File: src/rtl/pipe_hazard_ctrl_pkg.sv
// Shared types and constants for the pipeline hazard controller.
// Holds the controller state encoding, the scoreboard entry and the helpers that read or build entries.
package pipe_hazard_ctrl_pkg;

    localparam int REG_IDX_W = 5;
    localparam int CNT_W     = 16;

    typedef enum logic [1:0] {
        CS_RUN   = 2'd0,
        CS_RAW   = 2'd1,
        CS_MEMW  = 2'd2,
        CS_FLUSH = 2'd3
    } ctrl_state_e;

    typedef struct packed {
        logic [REG_IDX_W-1:0] rd;
        logic                 wren;
    } sb_entry_t;

    // Writes to x0 never produce a value a later instruction could depend on.
    function automatic sb_entry_t sb_entry(input logic [REG_IDX_W-1:0] rd, input logic wren);
        sb_entry_t e;
        e.rd   = rd;
        e.wren = wren && (rd != {REG_IDX_W{1'b0}});
        return e;
    endfunction

    function automatic logic sb_hit(input sb_entry_t e, input logic [REG_IDX_W-1:0] idx);
        return e.wren && (e.rd == idx);
    endfunction

endpackage

File: src/rtl/pipe_hazard_ctrl_if.sv
// Pipeline-side bundle: ID/EX/MEM status into the hazard controller, stall/flush/bubble controls out.
interface pipe_hazard_ctrl_if;
    import pipe_hazard_ctrl_pkg::*;

    logic                 id_valid;
    logic [REG_IDX_W-1:0] id_rs1;
    logic [REG_IDX_W-1:0] id_rs2;
    logic                 id_rs1_used;
    logic                 id_rs2_used;
    logic [REG_IDX_W-1:0] id_rd;
    logic                 id_rd_wren;
    logic                 ex_redirect;
    logic                 mem_req;
    logic                 mem_ack;

    logic                 if_stall;
    logic                 id_stall;
    logic                 idex_bubble;
    logic                 ifid_flush;
    logic                 idex_flush;
    logic                 exmem_hold;
    logic                 memwb_bubble;

    modport master (
        output id_valid, id_rs1, id_rs2, id_rs1_used, id_rs2_used, id_rd, id_rd_wren,
        output ex_redirect, mem_req, mem_ack,
        input  if_stall, id_stall, idex_bubble, ifid_flush, idex_flush, exmem_hold, memwb_bubble
    );

    modport slave (
        input  id_valid, id_rs1, id_rs2, id_rs1_used, id_rs2_used, id_rd, id_rd_wren,
        input  ex_redirect, mem_req, mem_ack,
        output if_stall, id_stall, idex_bubble, ifid_flush, idex_flush, exmem_hold, memwb_bubble
    );

endinterface

File: src/rtl/pipe_hazard_ctrl_scoreboard.sv
// Destination tracker for the EX, MEM and WB stages, kept in lock-step with the datapath registers.
// Reports whether either ID source register is still to be written by an instruction in flight.
module hazard_scoreboard
    import pipe_hazard_ctrl_pkg::*;
(
    input  logic                 clk,
    input  logic                 rst,
    input  logic                 shift_i,
    input  logic                 freeze_i,
    input  logic                 clear_wb_i,
    input  logic [REG_IDX_W-1:0] ld_rd_i,
    input  logic                 ld_wren_i,
    input  logic [REG_IDX_W-1:0] rs1_i,
    input  logic [REG_IDX_W-1:0] rs2_i,
    output logic                 rs1_hit_o,
    output logic                 rs2_hit_o
);

    sb_entry_t ex_q, mem_q, wb_q;
    sb_entry_t ex_d, mem_d, wb_d;

    // Next-state selection: freeze holds EX/MEM, shift advances, clear empties WB.
    always_comb begin
        ex_d  = ex_q;
        mem_d = mem_q;
        wb_d  = wb_q;
        if (freeze_i) begin
            ex_d  = ex_q;
            mem_d = mem_q;
        end else if (shift_i) begin
            ex_d  = sb_entry(ld_rd_i, ld_wren_i);
            mem_d = ex_q;
        end else begin
            ex_d  = ex_q;
            mem_d = mem_q;
        end
        if (clear_wb_i) begin
            wb_d = sb_entry({REG_IDX_W{1'b0}}, 1'b0);
        end else if (shift_i && !freeze_i) begin
            wb_d = mem_q;
        end else begin
            wb_d = wb_q;
        end
    end

    // Entry registers.
    always_ff @(posedge clk) begin
        if (rst) begin
            ex_q  <= sb_entry({REG_IDX_W{1'b0}}, 1'b0);
            mem_q <= sb_entry({REG_IDX_W{1'b0}}, 1'b0);
            wb_q  <= sb_entry({REG_IDX_W{1'b0}}, 1'b0);
        end else begin
            ex_q  <= ex_d;
            mem_q <= mem_d;
            wb_q  <= wb_d;
        end
    end

    assign rs1_hit_o = sb_hit(ex_q, rs1_i) || sb_hit(mem_q, rs1_i) || sb_hit(wb_q, rs1_i);
    assign rs2_hit_o = sb_hit(ex_q, rs2_i) || sb_hit(mem_q, rs2_i) || sb_hit(wb_q, rs2_i);

endmodule

File: src/rtl/pipe_hazard_ctrl.sv
// In-order pipeline hazard controller: RAW interlock without forwarding, memory-wait freeze
// and branch-redirect flush, with a registered debug state and a saturating stall counter.
module pipe_hazard_ctrl
    import pipe_hazard_ctrl_pkg::*;
(
    input  logic              clk,
    input  logic              rst,
    pipe_hazard_ctrl_if.slave hz_if,
    output logic [1:0]        ctrl_state_o,
    output logic [CNT_W-1:0]  stall_cnt_o
);

    localparam logic [1:0] ST_RUN   = CS_RUN;
    localparam logic [1:0] ST_RAW   = CS_RAW;
    localparam logic [1:0] ST_MEMW  = CS_MEMW;
    localparam logic [1:0] ST_FLUSH = CS_FLUSH;

    logic             rs1_hit, rs2_hit;
    logic             raw_hazard, mem_wait;
    logic [1:0]       state_d, ctrl_state_q;
    logic [CNT_W-1:0] stall_cnt_d, stall_cnt_q;
    logic             if_stall_c, id_stall_c, idex_bubble_c, ifid_flush_c;
    logic             idex_flush_c, exmem_hold_c, memwb_bubble_c;

    assign mem_wait   = hz_if.mem_req && !hz_if.mem_ack;
    assign raw_hazard = hz_if.id_valid &&
                        ((hz_if.id_rs1_used && rs1_hit) || (hz_if.id_rs2_used && rs2_hit));

    // Only a RUN cycle lets the ID instruction into EX; a stalled or squashed one leaves a bubble.
    hazard_scoreboard u_sb (
        .clk        (clk),
        .rst        (rst),
        .shift_i    (!mem_wait),
        .freeze_i   (mem_wait),
        .clear_wb_i (mem_wait),
        .ld_rd_i    (hz_if.id_rd),
        .ld_wren_i  ((state_d == ST_RUN) && hz_if.id_valid && hz_if.id_rd_wren),
        .rs1_i      (hz_if.id_rs1),
        .rs2_i      (hz_if.id_rs2),
        .rs1_hit_o  (rs1_hit),
        .rs2_hit_o  (rs2_hit)
    );

    // Current-cycle decision. A redirect under a memory wait simply persists until the ack.
    always_comb begin
        state_d = ST_RUN;
        if (rst) begin
            state_d = ST_RUN;
        end else if (mem_wait) begin
            state_d = ST_MEMW;
        end else if (hz_if.ex_redirect) begin
            state_d = ST_FLUSH;
        end else if (raw_hazard) begin
            state_d = ST_RAW;
        end else begin
            state_d = ST_RUN;
        end
    end

    // Control decode of the current-cycle decision.
    always_comb begin
        if_stall_c     = 1'b0;
        id_stall_c     = 1'b0;
        idex_bubble_c  = 1'b0;
        ifid_flush_c   = 1'b0;
        idex_flush_c   = 1'b0;
        exmem_hold_c   = 1'b0;
        memwb_bubble_c = 1'b0;
        case (state_d)
            ST_RAW: begin
                if_stall_c    = 1'b1;
                id_stall_c    = 1'b1;
                idex_bubble_c = 1'b1;
            end
            ST_MEMW: begin
                if_stall_c     = 1'b1;
                id_stall_c     = 1'b1;
                exmem_hold_c   = 1'b1;
                memwb_bubble_c = 1'b1;
            end
            ST_FLUSH: begin
                ifid_flush_c = 1'b1;
                idex_flush_c = 1'b1;
            end
            default: begin
                if_stall_c = 1'b0;
            end
        endcase
    end

    assign hz_if.if_stall     = if_stall_c;
    assign hz_if.id_stall     = id_stall_c;
    assign hz_if.idex_bubble  = idex_bubble_c;
    assign hz_if.ifid_flush   = ifid_flush_c;
    assign hz_if.idex_flush   = idex_flush_c;
    assign hz_if.exmem_hold   = exmem_hold_c;
    assign hz_if.memwb_bubble = memwb_bubble_c;

    // Saturating stall counter next value.
    always_comb begin
        if (if_stall_c && (stall_cnt_q != {CNT_W{1'b1}})) begin
            stall_cnt_d = stall_cnt_q + {{(CNT_W-1){1'b0}}, 1'b1};
        end else begin
            stall_cnt_d = stall_cnt_q;
        end
    end

    // Debug state and counter registers.
    always_ff @(posedge clk) begin
        if (rst) begin
            ctrl_state_q <= ST_RUN;
            stall_cnt_q  <= {CNT_W{1'b0}};
        end else begin
            ctrl_state_q <= state_d;
            stall_cnt_q  <= stall_cnt_d;
        end
    end

    // Masked so the debug view already reads as reset during the cycle rst is first seen.
    assign ctrl_state_o = rst ? ST_RUN : ctrl_state_q;
    assign stall_cnt_o  = rst ? {CNT_W{1'b0}} : stall_cnt_q;

endmodule

File: src/flat_wrapper.sv
// flat-port wrapper written by rule: the top's interface ports become plain ports
module pipe_hazard_ctrl_flat import pipe_hazard_ctrl_pkg::*;
  (clk, rst, ctrl_state_o, stall_cnt_o, hz_if_id_valid, hz_if_id_rs1, hz_if_id_rs2, hz_if_id_rs1_used, hz_if_id_rs2_used, hz_if_id_rd, hz_if_id_rd_wren, hz_if_ex_redirect, hz_if_mem_req, hz_if_mem_ack, hz_if_if_stall, hz_if_id_stall, hz_if_idex_bubble, hz_if_ifid_flush, hz_if_idex_flush, hz_if_exmem_hold, hz_if_memwb_bubble);
  pipe_hazard_ctrl_if hz_if_i ();
  input  logic clk;
  input  logic rst;
  output logic [1:0] ctrl_state_o;
  output logic [CNT_W-1:0] stall_cnt_o;
  input wire logic [$bits(hz_if_i.id_valid)-1:0] hz_if_id_valid;
  input wire logic [$bits(hz_if_i.id_rs1)-1:0] hz_if_id_rs1;
  input wire logic [$bits(hz_if_i.id_rs2)-1:0] hz_if_id_rs2;
  input wire logic [$bits(hz_if_i.id_rs1_used)-1:0] hz_if_id_rs1_used;
  input wire logic [$bits(hz_if_i.id_rs2_used)-1:0] hz_if_id_rs2_used;
  input wire logic [$bits(hz_if_i.id_rd)-1:0] hz_if_id_rd;
  input wire logic [$bits(hz_if_i.id_rd_wren)-1:0] hz_if_id_rd_wren;
  input wire logic [$bits(hz_if_i.ex_redirect)-1:0] hz_if_ex_redirect;
  input wire logic [$bits(hz_if_i.mem_req)-1:0] hz_if_mem_req;
  input wire logic [$bits(hz_if_i.mem_ack)-1:0] hz_if_mem_ack;
  output wire logic [$bits(hz_if_i.if_stall)-1:0] hz_if_if_stall;
  output wire logic [$bits(hz_if_i.id_stall)-1:0] hz_if_id_stall;
  output wire logic [$bits(hz_if_i.idex_bubble)-1:0] hz_if_idex_bubble;
  output wire logic [$bits(hz_if_i.ifid_flush)-1:0] hz_if_ifid_flush;
  output wire logic [$bits(hz_if_i.idex_flush)-1:0] hz_if_idex_flush;
  output wire logic [$bits(hz_if_i.exmem_hold)-1:0] hz_if_exmem_hold;
  output wire logic [$bits(hz_if_i.memwb_bubble)-1:0] hz_if_memwb_bubble;
  assign hz_if_i.id_valid = hz_if_id_valid;
  assign hz_if_i.id_rs1 = hz_if_id_rs1;
  assign hz_if_i.id_rs2 = hz_if_id_rs2;
  assign hz_if_i.id_rs1_used = hz_if_id_rs1_used;
  assign hz_if_i.id_rs2_used = hz_if_id_rs2_used;
  assign hz_if_i.id_rd = hz_if_id_rd;
  assign hz_if_i.id_rd_wren = hz_if_id_rd_wren;
  assign hz_if_i.ex_redirect = hz_if_ex_redirect;
  assign hz_if_i.mem_req = hz_if_mem_req;
  assign hz_if_i.mem_ack = hz_if_mem_ack;
  assign hz_if_if_stall = hz_if_i.if_stall;
  assign hz_if_id_stall = hz_if_i.id_stall;
  assign hz_if_idex_bubble = hz_if_i.idex_bubble;
  assign hz_if_ifid_flush = hz_if_i.ifid_flush;
  assign hz_if_idex_flush = hz_if_i.idex_flush;
  assign hz_if_exmem_hold = hz_if_i.exmem_hold;
  assign hz_if_memwb_bubble = hz_if_i.memwb_bubble;
  pipe_hazard_ctrl u_core (.clk(clk), .rst(rst), .hz_if(hz_if_i), .ctrl_state_o(ctrl_state_o), .stall_cnt_o(stall_cnt_o));
endmodule
File: config.mk
export PLATFORM = sky130hd
export DESIGN_NAME = pipe_hazard_ctrl_flat
export DESIGN_NICKNAME = d
export VERILOG_FILES = /design/src/rtl/pipe_hazard_ctrl_pkg.sv /design/src/rtl/pipe_hazard_ctrl_if.sv /design/src/rtl/pipe_hazard_ctrl_scoreboard.sv /design/src/rtl/pipe_hazard_ctrl.sv /design/src/flat_wrapper.sv
export SDC_FILE = /design/constraint.sdc
export NUM_CORES = 1
export LEC_CHECK = 0
export ABC_AREA = 1
export ABC_CLOCK_PERIOD_IN_PS = 3200
export CORE_ASPECT_RATIO = 0.75
export CORE_MARGIN = 2
export CORE_UTILIZATION = 51
export CTS_CLUSTER_DIAMETER = 120
export DETAILED_ROUTE_END_ITERATION = 6
export GPL_ROUTABILITY_DRIVEN = 0
export PLACE_DENSITY = 0.81
export SETUP_SLACK_MARGIN = 0.15
export SLEW_MARGIN = 20
export SYNTH_ARGS = -nofsm -noshare
export SYNTH_HDL_FRONTEND = slang
export SYNTH_SLANG_ARGS = --single-unit
File: constraint.sdc
create_clock -name clk -period 3.2 [get_ports clk]
set_input_delay 0.96 -clock clk [delete_from_list [all_inputs] [get_ports clk]]
set_output_delay 0.96 -clock clk [all_outputs]
set_load 0.05 [all_outputs]
==> results of run 1 <==
==> metrics by stage <==
stage	total power, W	instance area (sq um)	hold WS (ns)	cells	util, %
after floorplan	0.000643	2320	0.443	367	-
after global placement	0.000748	3130	0.458	471	76.2
after detailed placement	0.000752	3130	0.466	471	76.2
after CTS	0.00116	3310	0.477	481	80.7
after global routing	0.00122	3440	0.499	481	83.8
final	0.00118	3440	0.485	481	83.8
==> placed cells by master, fill, tap and decap left out, types with 3 or more instances in the layout <==
cell and instances:
inv_2 10, clkdlybuf4s50_1 10, nor2_2 7, nand3_1 17
nand2_2 25, dfxtp_1 36, buf_8 4, nor3_1 7
o21ai_1 3, inv_4 3, buf_6 5, nor3_2 3
nor2_1 50, inv_1 42, dlygate4sd2_1 3, nor3b_2 3
a21oi_1 23, nor2_4 3, nand2_4 5, buf_4 13
nand2_1 75, buf_12 26, xor2_1 3, o21ai_0 21
clkbuf_8 5, ha_4 4
==> worst min path at each step <==
stage                                          endpoint  slack (ns)
finish              u_core.stall_cnt_q[14]$_SDFFE_PP0P_        0.49
global route        u_core.stall_cnt_q[14]$_SDFFE_PP0P_        0.50
CTS                      u_core.u_sb.wb_q[0]$_SDFF_PP0_        0.48
detailed placement       u_core.u_sb.wb_q[0]$_SDFF_PP0_        0.47
global placement         u_core.u_sb.wb_q[0]$_SDFF_PP0_        0.46
floorplan                u_core.u_sb.wb_q[0]$_SDFF_PP0_        0.44
==> critical path: cells and delay by family <==
kind	cells	cell delay (ns)
adder cells (fa/ha/maj)	1	0.31
buffers and inverters	2	0.26
AND/OR/NAND/NOR	10	0.82
==> cells by family after synthesis <==
kind of cell / share of synthesized area (%)
simple gates: 38.8
fa+ha+maj: 2.82
buf+inv: 12.4
xor+xnor: 1.18
flops: 32.5
compound gates: 12.4
==> metal layers <==
metal  vias up  wire length (um)
met5         -                 0
met4         0                68
li1       1258                 -
met3         8               695
met2       133              3280
met1      1178              3030
==> where the power goes <==
group | leakage, nW | switching, W | internal (W) | total, W
Sequential | 0.294 | 0.0000183 | 0.000466 | 0.000485
Combinational | 1.08 | 0.000170 | 0.000129 | 0.000299
Clock | 0.0552 | 0.000164 | 0.000231 | 0.000396
==> cell type report <==
cell class                      instances  area (sq um)  area share, %
Clock buffer                            6          72.6           2.11
Clock inverter                          2          35.0           1.02
Inverter                               58           243           7.05
Multi-Input combinational cell        263          1440           41.9
Sequential cell                        36           721           20.9
Tap cell                               55          68.8           2.00
Timing Repair Buffer                   61           861           25.0
==> timing repair <==
action | CTS | global route
resized for setup | 85 | 38
setup endpoints to repair | 35 | 7
buffers inserted | 2 | 0
pin swaps | 32 | 35
==> registers in the layout, summed over array words and instances (netlist names) <==
register and cells:
u_core.ctrl_state_q 2, u_core.stall_cnt_q 16, u_core.u_sb.ex_q 6, u_core.u_sb.mem_q 6, u_core.u_sb.wb_q 6
==> summary.md, run 1 <==
| Metric | Value |
|---|---|
| Rows | 20 |
| First-pass DRT Iterations | 5 |
| Setup TNS | -0.276 ns |
| Peak VDD IR | 242 uV |
| DP HPWL | ~4700 um |
| CP Class | input pin to output pin |
| TritonCTS clock tree | built |
| HP Start | u_core.stall_cnt_q[14]$_SDFFE_PP0P_ |
| Starting density of the core | 54.1% |
| Port bufs | 48 |
| Ant diodes | 0 |
| Fmax | 303 MHz |
| CTS max path bufs | 2 |
| Clock Skews | 0.00555 ns |
| Largest cells by area after synthesis | dfxtp_1, nand2_1, nor2_1, inv_1, a21oi_1 |
| Gr usage total | 28.2% |
| Worst Setup EP | hz_if_id_stall |
| Chip Width | 80.2 um |
| RSZ-0062 raised after global routing | true |
| Syn avg cell area | a little over 6 sq um |
| Level count of the clock H-tree | 2 |
| Tcrit/Tclk final | 103% |
| Worst Max-Slew Pin Slew | 0.556 ns |
| Post-synth top area share | between 30% and 40% |
| Routed via count | 2577 |
| Clock Latency Late Sink | 0.28 ns |
| Netlist cell types | 26 |
| Die height | 61.1 um |
| R2r worst-path depth | 18 |
| Final Max Slew Viols | 0 |
| Met1 Usage GRT | between 30% and 40% |
| Crit start category | input pin |
| P_leak | 1.43 nW |
| First-pass GRT wire length | around 11000 um |
| Layout area overhead | 55.1% |
| Number of setup violations in the final report | 5 |
| Drt first-iter violations | 283 |
| Grt met2 use | roughly 45% |
| Routed vias/inst | 5.36 |
| Largest area contributor in the netlist | dfxtp_1 |
| Min cycle time layout | 3.30 ns |
| Vias in the first global route | 2310 |
| Crit-path cells | buf_12, nand2_2, nand2_1, nor2_2, nand3_1, nand3_1, nand2_1, nand2_2, nand2_4, nand2_4, nand2_4, ha_4, buf_12 |
| Post-synth top flop | dfxtp_1 |
| Syn_nets | 396 |
| Setup WS pre-CTS | -0.639 ns |
| Number of synthesized flops with an enable pin | 0 |
| Count leader, synth | nand2_1 |
| Final WS setup | -0.0987 ns |
| Hold Crit Depth | 2 |
| Ports | 49 |
| Slew margin rel. | a little over three fifths |
| Clk sinks | 36 |
| Final ANT Viol Nets | 0 |
| Max FO, Critical Path | 5 |
| # hold bufs at CTS | 0 |
| Mapped Cells | approximately 370 |
| Crit. Startpoint | hz_if_id_rs1[0] |
| Fin nets | 454 |
| Flop2flop setup slack | a little under 0.7 ns |
| Wire per inst | around 15 um |
| Synth warnings | 0 |
| Failing checks | negative setup slack |
| Final Hold Violating Endpoints | 0 |
| Layer with the highest usage | met2 |
| Hold crit path type | register to register |
| Mapped Area | between 2000 and 2500 sq um |
| Critical path's largest stage delay | 0.31 ns |
| Synth Register Bits | 36 |
| Post-route DRC violation count | 0 |
| Worst EP arrival | 2.34 ns |
| Critical R2R Capture | u_core.stall_cnt_q[7]$_SDFFE_PP0P_ |
| Met3 Track Usage GR | 7.62% |
| Initial antenna violation count | 0 |
| Largest net degree at the start of global routing | 29 |
| Core ar. | 4100 sq um |
| Status | finished, violations left |
| Most common cell on crit path | nand2_4 |
| WP data required | 2.24 ns |
| Power per cell area | around 340 nW/um^2 |
| Share of layout cells above drive strength 1 | between 30 and 40% |
| CP max stage cell | ha_4 |
| Fill count | 268 |
| Top post-synthesis cells by count | nand2_1, nor2_1, inv_1 |
| Clock root buffer | clkbuf_8 |
| Total gr overflow | 0 |
| TritonCTS buffer count | 5 |
| Die area | 4900 sq um |
| Register area share after synthesis | about 32% |
| CP Capture Type | output pin |
| Fraction of registers with async set/reset | 0% |
| Clock transition at path regs | 0.07 ns |
| R2r startpoint | u_core.u_sb.ex_q[2]$_SDFFE_PP0N_ |
| Maximum capacitance violations | 0 |
| Final WL | around 7100 um |
No activity file was read; power rests on OpenSTA's default activity.
==> inputs of run 2 (changes only) <==
--- a/config.mk
+++ b/config.mk
@@ -7,7 +7,6 @@
 export LEC_CHECK = 0
 export ABC_AREA = 1
 export ABC_CLOCK_PERIOD_IN_PS = 3200
-export CORE_ASPECT_RATIO = 0.75
 export CORE_MARGIN = 2
 export CORE_UTILIZATION = 51
 export CTS_CLUSTER_DIAMETER = 120
==> run 2 against run 1 <==
Compared with the run above:
- the flow still finishes with violations (negative setup slack)
- cell area is 1.3% higher
- sequential power about the same
- worst setup slack improved by 0.015 ns
- utilization up 1.5 points
- via count rose by 0.27%
- critical path depth is 1 higher
- critical endpoint is now hz_if_if_stall
- highest routed layer unchanged
==> summary.md, run 2 (synthesized netlist as in run 1, its figures left out) <==
| Metric | Value |
|---|---|
| Status | finished, violations left |
| Failing checks | negative setup slack |
| Drt first-iter violations | 161 |
| Hold crit path type | register to register |
| Maximum capacitance violations | 0 |
| TritonCTS buffer count | 5 |
| Die height | approximately 70 um |
| Routed vias/inst | 5.41 |
| Vias in the first global route | 2408 |
| Worst EP arrival | 2.32 ns |
| Clock Skews | around 0.0051 ns |
| First-pass GRT wire length | 10700 um |
| Share of layout cells above drive strength 1 | roughly 28% |
| Fmax | about 300 MHz |
| Gr usage total | between 20 and 30% |
| Worst Max-Slew Pin Slew | 0.533 ns |
| Fill count | 237 |
| WP data required | 2.24 ns |
| Setup repair bufs after CTS | 0 |
| Peak VDD IR | 254 uV |
| Post-route DRC violation count | 0 |
| Setup TNS | -0.278 ns |
| Max FO, Critical Path | 4 |
| DP HPWL | 4680 um |
| Die area | 4890 sq um |
| Crit start category | input pin |
| Power per cell area | 323 nW/um^2 |
| Number of flip-flops under the largest register name | 16 |
| Wire per inst | about 15 um |
| Largest net degree at the start of global routing | 28 |
| Rows | 23 |
| Clock transition at path regs | 0.07 ns |
| WP buf/inv | 4 |
| RSZ-0062 raised after global routing | true |
| P_leak | 1.44 nW |
| Clock root buffer | clkbuf_8 |
| TritonCTS clock tree | built |
| Initial antenna violation count | 0 |
| CP Capture Type | output pin |
| Crit-path cells | buf_8, inv_6, buf_6, o21ai_2, nor2_1, nand3_1, nand3_1, nand2_1, nand2_2, nand2_4, nand2_4, nand2_4, ha_4, buf_12 |
| Clock Latency Late Sink | 0.30 ns |
| Total gr overflow | 0 |
| Commonest non-fill, non-tap cell in the layout | nand2_1 |
| Most flop-heavy register | u_core.stall_cnt_q |
| Top Family by Delay on Critical Path | simple AND/OR/NAND/NOR gates |
| Hold_ws | 0.494 ns |
| Final Hold Violating Endpoints | 0 |
| Ports | just under 50 |
| Min cycle time layout | 3.28 ns |
| Final Max Slew Viols | 0 |
| Clk sinks | 36 |
| Layout area overhead | 57.2% |
| Fin nets | about 460 |
| Critical path's largest stage delay | 0.31 ns |
| # hold bufs at CTS | 0 |
| Most common cell on crit path | nand2_4 |
| Tcrit/Tclk final | 103% |
| CP max stage cell | ha_4 |
| Ant diodes | 0 |
| Number of setup violations in the final report | 5 |
| Slew margin rel. | 64.4% |
| Final ANT Viol Nets | 0 |
| Core ar. | roughly 4100 sq um |
| CP Class | input pin to output pin |
| Final WS setup | -0.0840 ns |
| First-pass DRT Iterations | 5 |
| Final WL | approximately 7000 um |
| Commonest cells after routing, fill and taps aside | nand2_1, inv_1, nor2_1 |
| Routed via count | 2584 |
| Starting density of the core | 54.3% |
| Chip Width | 70.0 um |
| Level count of the clock H-tree | 2 |
| CTS max path bufs | 2 |
| Port bufs | 48 |
-- run 2: cell types whose count changed in the layout (fill, tap and decap cells not counted), sizes merged --
cell           previous run  this run
clkbuf                    6         8
clkinv                    1         2
clkdlybuf4s50            10        11
bufinv                    1         0
dlygate4sd2               3         2
-- run 2: worst paths after layout --
path              depth (start not counted)                                   to                               from  slack [ns]
setup / recovery                         14                       hz_if_if_stall                    hz_if_id_rs2[1]       -0.08
hold reg to reg                           2       u_core.u_sb.wb_q[0]$_SDFF_PP0_  u_core.u_sb.mem_q[0]$_SDFFE_PP0N_        0.49
setup reg to reg                         18  u_core.stall_cnt_q[10]$_SDFFE_PP0P_   u_core.u_sb.ex_q[2]$_SDFFE_PP0N_        0.79
hold / removal                            2       u_core.u_sb.wb_q[0]$_SDFF_PP0_  u_core.u_sb.mem_q[0]$_SDFFE_PP0N_        0.49
-- run 2: worst register-to-register path, cell delays in order, from the launching register on --
cell,delay (ns)
dfxtp_1,0.38
inv_1,0.09
nand2_1,0.06
nand2_1,0.06
nor2_2,0.12
nand3_1,0.09
nand3_1,0.08
nand2_1,0.07
nand2_2,0.09
nand2_4,0.08
nand2_4,0.07
nand2_4,0.07
ha_4,0.31
buf_4,0.13
nand2_4,0.09
nor2_2,0.20
nand2_1,0.11
nor2_1,0.15
nor3b_2,0.07
-- run 2: through the flow --
stage | cells | power (W) | cell area (sq um) | setup WS, ns | util [%]
3_5_place_dp | 468 | 0.000757 | 3150 | -0.671 | 77.0
4_1_cts | 476 | 0.00110 | 3310 | -0.0676 | 81.1
3_3_place_gp | 468 | 0.000752 | 3150 | -0.600 | 77.0
6_report | 478 | 0.00113 | 3490 | -0.0840 | 85.3
2_1_floorplan | 367 | 0.000643 | 2320 | 0.0434 | -
5_1_grt | 478 | 0.00117 | 3490 | -0.184 | 85.3
-- run 2: timing repair --
action	4_1_cts	5_1_grt
pin swaps	20	17
gates cloned	0	2
setup endpoints to repair	33	23
gates resized for setup	89	28
-- run 2: cell type report --
class	count	area, sq um	area share (%)
multi-input cells	263	1460	41.9
repair buffers	63	906	26.0
flip-flops and latches	36	721	20.7
inverters	58	245	7.03
clock buffers	6	82.6	2.37
well taps	50	62.6	1.79
clock inverters	2	10.0	0.287
-- run 2: power breakdown --
group          internal [W]  switching, W
clock network      0.000172      0.000173
logic              0.000133      0.000168
registers          0.000466     0.0000158
total              0.000771      0.000357
-- run 2: layer usage --
metal  routed length [um]  GRT usage [%]  vias to the layer above
met3                  421           6.93                       25
met2                 3450           45.4                      108
met5                    0              0                        -
met4                  227           12.2                        0
li1                     -              -                     1265
met1                 2860           31.6                     1186
